===== src/rtl/bcd_updown_mod.sv =====
// Two-digit BCD up/down counter, modulus MOD (2..100), with wrap/saturate and load.
// Define BCD_LOAD_CHECK_EN to reject illegal load values (load MOD-1, pulse err).
module bcd_updown_mod #(
  parameter int MOD = 60
) (
  input  logic       clk,
  input  logic       rst,
  input  logic       en,
  input  logic       up,
  input  logic       wrap,
  input  logic       load,
  input  logic [3:0] tens_in,
  input  logic [3:0] ones_in,
  output logic [3:0] tens,
  output logic [3:0] ones,
  output logic       carry,
  output logic       tc,
  output logic       zero,
  output logic       err
);

  localparam logic [3:0] MAX_T = 4'((MOD - 1) / 10);
  localparam logic [3:0] MAX_O = 4'((MOD - 1) % 10);

  logic w_at_max;

  assign w_at_max = (tens == MAX_T) && (ones == MAX_O);
  assign zero     = (tens == 4'd0) && (ones == 4'd0);
  assign tc       = up ? w_at_max : zero;

`ifdef BCD_LOAD_CHECK_EN
  localparam logic [7:0] MOD_V = 8'(MOD);
  logic [7:0] w_load_val;
  logic       w_load_bad;

  assign w_load_val = ({4'd0, tens_in} * 8'd10) + {4'd0, ones_in};
  assign w_load_bad = (tens_in > 4'd9) || (ones_in > 4'd9) || (w_load_val >= MOD_V);
`endif

  always_ff @(posedge clk or posedge rst) begin
    if (rst) begin
      tens  <= 4'd0;
      ones  <= 4'd0;
      carry <= 1'b0;
      err   <= 1'b0;
    end else begin
      carry <= 1'b0;
      err   <= 1'b0;
      if (load) begin
`ifdef BCD_LOAD_CHECK_EN
        if (w_load_bad) begin
          tens <= MAX_T;
          ones <= MAX_O;
          err  <= 1'b1;
        end else begin
          tens <= tens_in;
          ones <= ones_in;
        end
`else
        tens <= tens_in;
        ones <= ones_in;
`endif
      end else if (en) begin
        if (up) begin
          if (w_at_max) begin
            if (wrap) begin
              tens  <= 4'd0;
              ones  <= 4'd0;
              carry <= 1'b1;
            end
          end else if (ones >= 4'd9) begin
            ones <= 4'd0;
            tens <= tens + 4'd1;
          end else begin
            ones <= ones + 4'd1;
          end
        end else begin
          // ones first, then borrow from tens, then wrap/saturate at 00
          if (ones != 4'd0) begin
            ones <= ones - 4'd1;
          end else if (tens != 4'd0) begin
            ones <= 4'd9;
            tens <= tens - 4'd1;
          end else if (wrap) begin
            tens  <= MAX_T;
            ones  <= MAX_O;
            carry <= 1'b1;
          end
        end
      end
    end
  end

endmodule


===== config.mk =====
export PLATFORM = sky130hd
export DESIGN_NAME = bcd_updown_mod
export DESIGN_NICKNAME = d
export VERILOG_FILES = /design/src/rtl/bcd_updown_mod.sv
export SDC_FILE = /design/constraint.sdc
export NUM_CORES = 1
export LEC_CHECK = 0
export CAP_MARGIN = 20
export CORE_UTILIZATION = 46
export CTS_BUF_LIST = sky130_fd_sc_hd__clkbuf_16
export DETAILED_ROUTE_END_ITERATION = 10
export GPL_TIMING_DRIVEN = 1
export PLACE_DENSITY = 0.85
export SYNTH_ARGS = -nofsm -noshare
export SYNTH_HDL_FRONTEND = slang
export SYNTH_SLANG_ARGS = --single-unit

===== constraint.sdc =====
create_clock -name clk -period 3.9 [get_ports clk]
set_clock_uncertainty 0.2 [all_clocks]
set_input_delay 1.17 -clock clk [delete_from_list [all_inputs] [get_ports clk]]
set_output_delay 1.17 -clock clk [all_outputs]
set_load 0.02 [all_outputs]

==> metrics.txt <==
final WL 2360 µm; #FFs+latches synth 9; r2r setup slk 1650 ps; Clock Sink Count 9; gpl congestion approximately 0.90; router iterations before antenna repair 4; Hold Crit Start tens[1]$_DFFE_PP0P_; # H-tree levels 1; worst slack, placed -135 ps; Setup TNS Final 0 ps; fin crit share a little over nine tenths; hold path depth 2; area leader, netlist dfrtp_1; ratio of cells with drive above 1 in the final layout 16.0%; fin nets 153; GRT Residual Overflow 0; CP startpoint kind primary input; Post-synth top cells nand2_1, dfrtp_1, inv_1, ha_1, nor2_1; Final WS setup 131 ps; DR DRC count 0; top-count cell post-synth nand2_1; Crit. End Element output port; Peak Freq 265 MHz; Cell variety after synth 48; CP endpoint tc; Area Growth Syn to Fin 38.3%; peak supply drop 0.000341 V; fin crit period 3770 ps; initial drt markers 29; Routed Antenna Nets 0; starting density of the core 51.3%; Leak 0.561 nW; Setup crit start up; Setup-failing EPs final 0; Worst Hold Class register to register; overall power about 0.66 mW; Max Cap Violations 0; pwr/cell area 507 nW/µm²; Worst R2R Path Depth 6; yosys warns 0; I/O pins 26; Post-Syn Area approximately 930 µm²; clk_lat worst skew 230 ps; Cells after Synth 103; Die X-Extent about 47 µm; Detail Placement HPWL 1780 µm; post-layout util 70.9%; diode count 0; Mapped Avg Cell Area 9.06 µm²; Clock transition at path regs 40 ps; largest net degree at the start of global routing 16; clock buffer depth 2; gr usage total 25.0%; initial antenna violation count 0; Die ar. 2210 µm²; fill count roughly 160; Slew Limit Fails 0; Data arrival, critical path 2400 ps; postcts setup bufs 0; Net Count, Synth ~120; vias in the first global route 867; Root Driver clkbuf_16; Hold Vio Cnt, Final 0; first-pass GRT wire length 3820 µm; CTS tree yes; sequential share of the synthesized area 24.1%; Crit Reg-Reg Startpoint ones[1]$_DFFE_PP0P_; Port-buffer cells 24; status finished clean; Setup CP Type primary input to output port; Yosys top cell area share 24.1%; crit-path max FO 2; Critical Path RT 2530 ps; via count 893; RSZ-0062 raised after global routing false; site row count 15; height of the die 47.0 µm; Via density 5.72; Synth area leaders dfrtp_1, ha_1, mux2i_1; Core Region 1820 µm²; Wirelength per Cell about 15 µm; FF-to-FF End ones[3]$_DFFE_PP0P_; EDFF count, synth 0; Async S/R FF share, synth 100%; Num CTS Buffers 3; Primary FF master, synth dfrtp_1
==> through the flow <==
step | std cells | hold WS (ps) | cell area (µm²)
final | 156 | 464 | 1290
after global routing | 156 | 498 | 1290
after CTS | 156 | 461 | 1290
after detailed placement | 152 | 456 | 1210
after global placement | 152 | 457 | 1210
after floorplan | 103 | 494 | 933
==> routing by layer <==
metal  wire (µm)  global-route usage, %
met2        1200                   40.0
met1        1110                   32.6
met4           2                   13.1
met5           0                      0
met3          58                   3.85
==> critical path: stages <==
cell	delay, ps
clkdlybuf4s50_1	460
nor4b_4	260
nand2_1	80
nand2_1	100
dlygate4sd2_1	330
==> logic make-up (layout without fill, tap and decap cells) <==
kind of cell | after synthesis | after routing | synth area share, %
muxes | 5 | 5 | 5.90
adders and majority gates | 7 | 7 | 9.38
and+or+nand+nor | 36 | 36 | 25.2
xor gates and xnor gates | 3 | 3 | 2.82
other | 1 | 1 | 0.402
AOI/OAI and AO/OA | 30 | 30 | 26.7
DFF | 9 | 9 | 24.1
buffers and inverters | 12 | 40 | 5.50
==> timing repair <==
| action | in CTS | in global routing |
|---|---|---|
| resized for setup | 1 | 0 |
| hold buffers | 0 | 0 |
| endpoints found under the setup margin | 1 | 0 |
==> cell usage in the layout (no fill, tap or decap), types with 2 or more instances in the layout <==
cell type / n
and2b_2: 2
a21oi_1: 4
nand3_1: 3
clkbuf_16: 3
nand2_1: 10
o2bb2ai_1: 2
clkdlybuf4s50_1: 23
nand2b_1: 2
o21ai_0: 2
nor2_1: 6
o211ai_1: 3
inv_1: 9
xor2_1: 2
dfrtp_1: 9
mux2i_1: 4
ha_1: 7
o31ai_1: 2
nor3b_1: 2
a31oi_1: 2
nand3_2: 2
buf_4: 4
==> state kept, by name (all words and copies together), names as in the netlist <==
| name | count |
|---|---|
| carry | 1 |
| ones | 4 |
| tens | 4 |
==> power by group <==
part | leakage [nW] | internal [mW] | switching (mW) | total (mW)
logic | 0.409 | 0.149 | 0.155 | 0.304
clock network | 0.0423 | 0.134 | 0.0431 | 0.177
registers | 0.110 | 0.118 | 0.0558 | 0.174
==> area by class of cell <==
type                            instances  area (µm²)  share of cell area (%)
Clock buffer                            3        75.1                    5.81
Tap cell                               25        31.3                    2.42
Sequential cell                         9         225                    17.4
Multi-Input combinational cell         82         657                    50.9
Inverter                                8        30.0                    2.33
Clock inverter                          1        3.75                   0.291
Timing Repair Buffer                   28         269                    20.8
==> worst min-delay path by stage <==
stage / endpoint / slack [ps]
2_1_floorplan: tens[1]$_DFFE_PP0P_ / 490
6_report: tens[1]$_DFFE_PP0P_ / 460
4_1_cts: tens[1]$_DFFE_PP0P_ / 460
3_3_place_gp: ones[3]$_DFFE_PP0P_ / 460
3_5_place_dp: tens[1]$_DFFE_PP0P_ / 460
5_1_grt: ones[3]$_DFFE_PP0P_ / 500
Power figures use the tool's default switching activity.
